`src/rtl/pipe_stall_ctrl_pkg.sv`:
```
`default_nettype none
// ============================================================================
//  Module      : pipe_stall_ctrl_pkg
//  Description : Shared definitions for the pipeline stall controller:
//                HI/LO sequencer state encoding, the "operand unused" Tuse
//                code and default mult/div busy latencies.
//  Revision    : 1.0 - initial release
// ============================================================================
package pipe_stall_ctrl_pkg;

    // HI/LO multiply/divide sequencer states
    typedef enum logic [0:0] {
        MD_IDLE = 1'b0,
        MD_BUSY = 1'b1
    } md_state_t;

    // Tuse value meaning "this operand is never read"
    localparam logic [1:0] TUSE_NONE = 2'd3;

    // Default busy latencies and countdown width
    localparam int DEF_MULT_CYC = 5;
    localparam int DEF_DIV_CYC  = 10;
    localparam int DEF_CNT_W    = 4;

endpackage : pipe_stall_ctrl_pkg
`default_nettype wire

```
`src/rtl/pipe_stall_ctrl_md_busy_cnt.sv`:
```
`default_nettype none
// ============================================================================
//  Module      : pipe_stall_ctrl_md_busy_cnt
//  Description : HI/LO multiply/divide busy sequencer. A start accepted at a
//                clock edge keeps o_busy high for exactly MULT_CYC or DIV_CYC
//                cycles after that edge.
//  Ports       : clk      - system clock, rising edge
//                rst_n    - asynchronous active-low reset
//                i_start  - mult/div issues from E this cycle
//                i_div    - with i_start: 1 = div/divu, 0 = mult/multu
//                i_squash - flush in progress; a coincident start is dropped
//                o_busy   - unit busy (sequencer in BUSY)
//  Revision    : 1.0 - initial release
// ============================================================================
module pipe_stall_ctrl_md_busy_cnt
    import pipe_stall_ctrl_pkg::*;
#(
    parameter int MULT_CYC = DEF_MULT_CYC,
    parameter int DIV_CYC  = DEF_DIV_CYC,
    parameter int CNT_W    = DEF_CNT_W
) (
    input  logic clk,
    input  logic rst_n,
    input  logic i_start,
    input  logic i_div,
    input  logic i_squash,
    output logic o_busy
);

    localparam logic [CNT_W-1:0] C_MULT_LOAD = CNT_W'(MULT_CYC);
    localparam logic [CNT_W-1:0] C_DIV_LOAD  = CNT_W'(DIV_CYC);
    localparam logic [CNT_W-1:0] C_ONE       = CNT_W'(1);

    md_state_t        r_state;
    md_state_t        w_state_nxt;
    logic [CNT_W-1:0] r_cnt;
    logic [CNT_W-1:0] w_cnt_nxt;

    always_ff @(posedge clk or negedge rst_n) begin
        if (!rst_n) begin
            r_state <= MD_IDLE;
            r_cnt   <= '0;
        end else begin
            r_state <= w_state_nxt;
            r_cnt   <= w_cnt_nxt;
        end
    end

    always_comb begin
        w_state_nxt = r_state;
        w_cnt_nxt   = r_cnt;
        case (r_state)
            MD_IDLE: begin
                // A start flushed by an exception never reaches the unit
                if (i_start && !i_squash) begin
                    w_state_nxt = MD_BUSY;
                    w_cnt_nxt   = i_div ? C_DIV_LOAD : C_MULT_LOAD;
                end
            end
            MD_BUSY: begin
                // Already committed: exceptions do not stop the countdown,
                // and a start here is ignored (D-stage stall prevents it).
                if (r_cnt == C_ONE) begin
                    w_state_nxt = MD_IDLE;
                    w_cnt_nxt   = '0;
                end else begin
                    w_cnt_nxt   = r_cnt - C_ONE;
                end
            end
            default: begin
                w_state_nxt = MD_IDLE;
                w_cnt_nxt   = '0;
            end
        endcase
    end

    assign o_busy = (r_state == MD_BUSY);

endmodule : pipe_stall_ctrl_md_busy_cnt
`default_nettype wire

```
`src/rtl/pipe_stall_ctrl.sv`:
```
`default_nettype none
// ============================================================================
//  Module      : pipe_stall_ctrl
//  Description : Pipeline sequencing controller for the 5-stage MIPS core.
//                Each cycle the D register and PC either advance, hold with a
//                bubble into E, or the whole pipe is flushed on exc_req.
//  Ports       : clk, reset (async active-low)
//                D_rs/D_rt, D_tuse_rs/D_tuse_rt  - D-stage operand info
//                E_wa/E_tnew, M_wa/M_tnew        - in-flight producers
//                D_is_md, E_md_start, E_md_div   - HI/LO sequencing
//                D_is_eret, E_mtc0_epc, M_mtc0_epc - eret vs. EPC write
//                exc_req                         - CP0 flush request
//                Req, D_REG_Wr, PC_Wr, E_REG_clr, md_busy - controls
//  Revision    : 1.0 - initial release
// ============================================================================
module pipe_stall_ctrl
    import pipe_stall_ctrl_pkg::*;
#(
    parameter int MULT_CYC = DEF_MULT_CYC,
    parameter int DIV_CYC  = DEF_DIV_CYC,
    parameter int CNT_W    = DEF_CNT_W
) (
    input  logic       clk,
    input  logic       reset,
    input  logic [4:0] D_rs,
    input  logic [4:0] D_rt,
    input  logic [1:0] D_tuse_rs,
    input  logic [1:0] D_tuse_rt,
    input  logic [4:0] E_wa,
    input  logic [1:0] E_tnew,
    input  logic [4:0] M_wa,
    input  logic [1:0] M_tnew,
    input  logic       D_is_md,
    input  logic       E_md_start,
    input  logic       E_md_div,
    input  logic       D_is_eret,
    input  logic       E_mtc0_epc,
    input  logic       M_mtc0_epc,
    input  logic       exc_req,
    output logic       Req,
    output logic       D_REG_Wr,
    output logic       PC_Wr,
    output logic       E_REG_clr,
    output logic       md_busy
);

    logic w_rs_used;
    logic w_rt_used;
    logic w_rs_hazard;
    logic w_rt_hazard;
    logic w_md_stall;
    logic w_epc_stall;
    logic w_stall;

    // An unused operand (Tuse = 3) can never be strictly less than any
    // Tnew, so this gate only makes the intent explicit.
    assign w_rs_used = (D_tuse_rs != TUSE_NONE);
    assign w_rt_used = (D_tuse_rt != TUSE_NONE);

    // Stall when the producer result is not forwardable before D needs it.
    // $0 is hard-wired, so it never creates a dependency.
    assign w_rs_hazard = w_rs_used && (D_rs != 5'd0) &&
                         (((D_rs == E_wa) && (D_tuse_rs < E_tnew)) ||
                          ((D_rs == M_wa) && (D_tuse_rs < M_tnew)));

    assign w_rt_hazard = w_rt_used && (D_rt != 5'd0) &&
                         (((D_rt == E_wa) && (D_tuse_rt < E_tnew)) ||
                          ((D_rt == M_wa) && (D_tuse_rt < M_tnew)));

    // The issuing mult/div counts as busy in its own E cycle
    assign w_md_stall  = D_is_md && (md_busy || E_md_start);

    // eret must read the EPC value that an older mtc0 is still writing
    assign w_epc_stall = D_is_eret && (E_mtc0_epc || M_mtc0_epc);

    // A flush overrides any stall: no hold and no bubble
    assign w_stall = (w_rs_hazard || w_rt_hazard || w_md_stall || w_epc_stall)
                     && !exc_req;

    assign D_REG_Wr  = ~w_stall;
    assign PC_Wr     = ~w_stall;
    assign E_REG_clr = w_stall;
    assign Req       = exc_req;

    pipe_stall_ctrl_md_busy_cnt #(
        .MULT_CYC (MULT_CYC),
        .DIV_CYC  (DIV_CYC),
        .CNT_W    (CNT_W)
    ) u_md_busy_cnt (
        .clk      (clk),
        .rst_n    (reset),
        .i_start  (E_md_start),
        .i_div    (E_md_div),
        .i_squash (exc_req),
        .o_busy   (md_busy)
    );

endmodule : pipe_stall_ctrl
`default_nettype wire

```
`config.mk`:
```
export PLATFORM = sky130hd
export DESIGN_NAME = pipe_stall_ctrl
export DESIGN_NICKNAME = d
export VERILOG_FILES = /design/src/rtl/pipe_stall_ctrl_pkg.sv /design/src/rtl/pipe_stall_ctrl_md_busy_cnt.sv /design/src/rtl/pipe_stall_ctrl.sv
export SDC_FILE = /design/constraint.sdc
export NUM_CORES = 1
export LEC_CHECK = 0
export CORE_MARGIN = 4
export CORE_UTILIZATION = 39
export CTS_CLUSTER_DIAMETER = 200
export DETAILED_ROUTE_END_ITERATION = 12
export PLACE_DENSITY = 0.93
export SYNTH_ARGS = -nofsm -noshare
export SYNTH_HDL_FRONTEND = slang
export SYNTH_SLANG_ARGS = --single-unit
```
`constraint.sdc`:
```
create_clock -name clk -period 2.9 [get_ports clk]
set_clock_uncertainty 0.05 [all_clocks]
set_input_delay 0.435 -clock clk [delete_from_list [all_inputs] [get_ports clk]]
set_output_delay 0.435 -clock clk [all_outputs]
set_load 0.05 [all_outputs]
```
==> summary.txt, run 1 <==
======================================================================================================
Maximum capacitance violations                                                                       0
Layout area overhead                                                                             68.2%
Largest net degree at the start of global routing                                                   14
Endpoint kind of the worst setup timing path                                               output port
Worst rel slew slack                                                                             66.2%
EDFF count, synth                                                                                    0
DP Worst Slack                                                                                0.186 ns
Pwr Total                                                                                     0.532 mW
Initial DRC Count                                                                                   16
Via count of the first global-routing pass                                                         829
Required time at the endpoint of the critical path                                             2.41 ns
Length of routed wiring on met1                                                                 939 um
Cell count after placement                                                                         152
Buffers added on ports                                                                              41
Flop pwr share                                                                                   28.0%
Fraction of power consumed by combinational cells                                                56.9%
Setup WS post-layout                                                                          0.145 ns
Leading post-synthesis cells by instance count                                            sky130_fd_sc_hd__xor2_1 (16), sky130_fd_sc_hd__o21ai_0 (9), sky130_fd_sc_hd__a21oi_1 (8), sky130_fd_sc_hd__nor2_1 (7)
Area of the die                                                                             2500 sq um
Chip height                                                                                    50.0 um
Post-CTS Repair Setup Buffers                                                                        0
Worst ir drop on vdd                                                                          0.366 mV
Leakage power of the design                                                                   0.486 nW
Power per cell area                                                                        459 nW/um^2
Cell chosen for the clock root                                                            sky130_fd_sc_hd__clkbuf_4
Maximum fanout count along the critical path                                                         3
Clock tree from TritonCTS                                                                         done
Worst-skew pair later-pin latency                                                              0.24 ns
Class of the most critical hold timing path                                               input port to async pin
Result of the run                                                                         finished clean
Final hold slack                                                                              0.367 ns
Cell area after technology mapping                                                           689 sq um
Number of buffers created by CTS                                                                     3
Detailed-routing iteration count for the pre-antenna-repair pass                                     4
Share of the yosys chip area belonging to registers                                              18.1%
Fraction of the cycle the final worst path needs                                                 95.0%
Count of final max-slew check failures                                                               0
Transition time at the pin with the least slew margin                                         0.506 ns
Num ports                                                                                           42
Clock period minus final worst setup slack                                                     2.75 ns
Max Used Layer                                                                                    met3
Total track usage                                                                                19.8%
Metal3 WL                                                                                       224 um
Share of final-layout standard cells stronger than drive strength 1                              5.30%
Global-route wire length before repair                                                         3.86 mm
Area of the core                                                                            1590 sq um
Initial core utilization                                                                         43.2%
Routability congestion estimate from global placement                                            0.910
Depth of the CTS H-tree                                                                              1
# diodes                                                                                             0
PostCTS Resize Cnt                                                                                   0
Fin Setup TNS                                                                                     0 ns
Library cell occupying the most area in the post-synthesis netlist                        sky130_fd_sc_hd__xor2_1
WS Path Type                                                                              input port to output port
Share of power burned in the clock network                                                       15.1%
Total Routed Length                                                                            2.34 mm
Synth top area cells                                                                      sky130_fd_sc_hd__xor2_1 (20%), sky130_fd_sc_hd__dfrtp_1 (18%), sky130_fd_sc_hd__ha_1 (11%), sky130_fd_sc_hd__o21ai_0 (6.5%), sky130_fd_sc_hd__a21oi_1 (5.8%)
Synth Register Bits                                                                                  5
Highest attainable clock frequency                                                           0.363 GHz
Post-CTS Hold Buffers                                                                                0
Count of final hold-check violations                                                                 0
Clock transition at the register clock pins on the worst setup and hold paths after CTS        0.04 ns
Net Sw Frac                                                                                      42.6%
Total gr overflow                                                                                    0
Yosys warnings                                                                                       0
Post-Syn Instances                                                                                  90
Final count of negative-setup-slack endpoints                                                        0
Setup repair after global routing missed its margin                                              false
Fraction of post-synthesis cell area in the top cell type by area                                20.3%
Distinct cell type count of the synthesized netlist                                                 24
Data arrival at the endpoint of the critical path                                              2.27 ns
FFs w/ async S/R, synth                                                                           100%
Width of the die                                                                               50.0 um
Maximum count of clock buffers along a single path                                                   2
Routed length on met2                                                                          1.17 mm
Critical path launch point type                                                             input port
Mean area per synthesized cell                                                              7.66 sq um
Syn Nets                                                                                           133
Fin cells                                                                                          156
Post-DP HPWL                                                                                   1.95 mm
Remaining number of nets flagged by the antenna check after routing                                  0
Number of design rule violations left after detail routing                                           0
Overall via count from detail_route                                                                840
Antenna violations before repair                                                                     0
Number of sinks driven by the clock tree                                                             5
Net count reported at finish                                                                       176
Switch Pwr                                                                                    0.227 mW
Commonest register cell after synthesis                                                   sky130_fd_sc_hd__dfrtp_1
Via/cell ratio                                                                                    5.38
Internal power                                                                                0.306 mW
Number of rows created at floorplan                                                                 14
Final routed wire length divided by cell count                                                 15.0 um
Count leader, synth                                                                       sky130_fd_sc_hd__xor2_1
======================================================================================================
-- worst paths after layout --
path	from	end	slack (ns)	depth (start not counted)
worst max-delay path	D_rs[1]	D_REG_Wr	0.15	6
worst min-delay path	reset	u_md_busy_cnt.o_busy	0.37	1
worst max register to register	u_md_busy_cnt.r_cnt[0]	u_md_busy_cnt.r_cnt[2]	1.72	6
worst min register to register	u_md_busy_cnt.r_cnt[0]	u_md_busy_cnt.r_cnt[0]	0.49	1
max in group asynchronous	reset	u_md_busy_cnt.r_cnt[0]	2.24	1
min in group clk	u_md_busy_cnt.r_cnt[0]	u_md_busy_cnt.r_cnt[0]	0.49	1
-- cell usage in the layout, fill, tap and decap left out, drive strengths merged, types with 3 or more instances in the layout --
cell and count:
clkdlybuf4s50 38, xor2 16, o21ai 10, a21oi 8, nor2 7, inv 6
ha 6, dfrtp 5, nor4 4, xnor2 4, clkbuf 4, nand3 3
nand2 3, buf 3
-- flip-flops by register name, indices dropped and copies added (netlist names) --
register / count
u_md_busy_cnt.o_busy: 1
u_md_busy_cnt.r_cnt: 4
-- kinds of logic (layout without fill, tap and decap cells) --
group,after synthesis,in the layout,share of synthesized area [%]
buffers and inverters,9,51,5.99
AOI/OAI and AO/OA,21,21,16.2
adders and majority gates,6,6,10.9
xor gates and xnor gates,20,20,25.4
and+or+nand+nor,27,27,20.5
DFF,5,5,18.1
muxes,2,2,2.90
-- critical path, stage by stage --
cell                              delay, ns
sky130_fd_sc_hd__clkdlybuf4s50_1       0.47
sky130_fd_sc_hd__or4_1                 0.56
sky130_fd_sc_hd__o21ai_1               0.15
sky130_fd_sc_hd__a21oi_1               0.08
sky130_fd_sc_hd__nor3_2                0.37
sky130_fd_sc_hd__buf_12                0.19
-- power by group through the flow --
stage                     combinational (mW)  clock, mW  sequential [mW]
after floorplan                        0.179          0            0.145
after global placement                 0.286          0            0.146
after detailed placement               0.304          0            0.150
after CTS                              0.306     0.0846            0.149
after global routing                   0.335     0.0902            0.155
final                                  0.303     0.0803            0.149
-- through the flow --
step,cell area (sq um),util (%)
3_3_place_gp,1130,71.1
6_report,1160,72.8
2_1_floorplan,694,-
5_1_grt,1160,72.8
4_1_cts,1160,72.8
3_5_place_dp,1130,71.1
-- metal layers --
layer,up-vias,global-route usage (%)
li1,400,-
met1,386,23.1
met2,54,35.0
met3,0,5.12
met4,0,5.07
met5,-,0
-- cell type report --
| cell class | instances | area (sq um) |
|---|---|---|
| Fill cell | 118 | 434 |
| Timing Repair Buffer | 41 | 428 |
| Clock buffer | 4 | 26.3 |
| Sequential cell | 5 | 125 |
| Inverter | 6 | 22.5 |
| Tap cell | 24 | 30.0 |
| Multi-Input combinational cell | 76 | 528 |
No activity file was read; power rests on OpenSTA's default activity.
==> run 2: changes to the inputs <==
CAP_MARGIN = 40   (was default)
==> results of run 2 <==
Same layout as run 1: the final DEF is identical, and so are final timing and power.
==> variant (settings of run 1) <==
Change the package constant `DEF_CNT_W` from 4 to 5.
--- a/src/rtl/pipe_stall_ctrl_pkg.sv
+++ b/src/rtl/pipe_stall_ctrl_pkg.sv
@@ -20,7 +20,7 @@
     // Default busy latencies and countdown width
     localparam int DEF_MULT_CYC = 5;
     localparam int DEF_DIV_CYC  = 10;
-    localparam int DEF_CNT_W    = 4;
+    localparam int DEF_CNT_W    = 5;
 
 endpackage : pipe_stall_ctrl_pkg
 `default_nettype wire
Check against the original RTL: same outputs for any inputs over 10 cycles, from zero or initial values and one cycle with reset low; that may be too few to reach the edited logic, so the function may still have changed.
==> variant against run 1 <==
- hold slack better by 0.016 ns
- largest cell class unchanged
- synthesized area rose by 7.1%
- sequential share of layout area up 1.5 points
- sequential cell count rose by 1
- maximum frequency increased by 0.43%
- design area is 5.4% higher
- setup slack better by 0.012 ns
- global-route usage down 1.6 points
- cell count increased by 4.5%
- power grew 17%
- routed wire length is 0.64% lower
- largest power group unchanged
- critical path type unchanged
==> variant: results (changes against run 1) <==
- Status: completed
- Fraction of layout cells with a size suffix above 1: 5.07% (-0.23 points)
- Uppermost layer routed: met4
- Syn_nets: 139 (+4.5%)
- Via count: 846 (+0.71%)
- Largest net degree at the start of global routing: 11 (-3)
- Combinational share of power: 60.4% (+3.5 points)
- End of the critical path: PC_Wr
- Worst-Margin Slew: 0.611 ns (+0.105 ns)
- GPL Wtd Cong: 0.851 (-6.5%)
- 1st-iter DRT viols: 12 (-4)
- M1 WL: 977 µm (+4.0%)
- GRT Util Overall: 18.1% (-1.6 points)
- Synth area leaders: dfrtp_1 20%, xor2_1 19%, ha_1 10%
- Routed wire length: 2320 µm (-0.64%)
- Design Power: 0.620 mW (+17%)
- Post-DP HPWL: 2010 µm (+3.3%)
- Synth cell count leaders: 16 x xor2_1, 12 x o21ai_0, 9 x a21oi_1, 9 x inv_1, 8 x nor2_1
- R2R cell count: 7 (+1)
- First-pass GRT wire length: 3630 µm (-5.9%)
- Power Clock: 0.0782 mW (-2.6%)
- Nets@finish: 183 (+4.0%)
- Met2 routed WL: 1070 µm (-9.2%)
- Ant diodes: 0 (unchanged)
- R2R Path End: u_md_busy_cnt.r_cnt[4]
- Dpl ws: 0.180 ns (-0.00603 ns)
- Final worst slack: 0.157 ns (+0.0117 ns)
- Routed wl met3: 253 µm (+13%)
- Internal power: 0.347 mW (+14%)
- Worst-case clock buffer depth: 2 (unchanged)
- Vias in the first global route: 831 (+0.24%)
- Post-synthesis sequential area ratio: 20.3% (+2.2 points)
- M1 GR Usage: 22.9% (-0.23 points)
- Worst reg2reg setup slack: 1.16 ns (-0.56 ns)
- RR Startpoint: u_md_busy_cnt.r_cnt[1]
- Max FFs per register: 5 (+1)
- Met2 Use GR: 30.7% (-4.3 points)
- FILL cells: 153 (+30%)
- Synth Flop Type: dfrtp_1
- Max rail drop VDD: 0.468 mV (+28%)
- Worst hold slack: 0.384 ns (+0.0162 ns)
- Met3 usage: 4.01% (-1.1 points)
- Setup bufs post-CTS: 0 (unchanged)
- Cell Area, Placed: 0.00120 mm² (+5.8%)
- Lkg Pwr: 0.515 nW (+5.9%)
-- variant: kinds of logic after synthesis --
logic type	Yosys count	share of synthesized area, %
and+or+nand+nor	27	20.0
AOI/OAI and AO/OA	26	19.2
xor gates and xnor gates	20	23.7
buffers and inverters	11	6.61
adders and majority gates	6	10.2
DFF	6	20.3
-- variant: per-stage QoR --
| step | util, % | instances |
|---|---|---|
| global placement | 68.0 | 160 |
| detailed placement | 68.0 | 160 |
| finish | 69.3 | 163 |
| CTS | 69.3 | 163 |
| global route | 69.3 | 163 |
| floorplan | - | 96 |
-- variant: critical path: cells and delay by family --
kind | cells | cell delay (ns)
buf+inv | 2 | 0.66
compound gates | 3 | 0.59
simple gates | 1 | 0.57
-- variant: cell type report --
| class | instances | share of cell area, % |
|---|---|---|
| Sequential cell | 6 | 12.3 |
| Clock buffer | 3 | 1.84 |
| Tap cell | 25 | 2.56 |
| Timing Repair Buffer | 41 | 36.0 |
| Inverter | 9 | 2.76 |
| Multi-Input combinational cell | 79 | 44.5 |
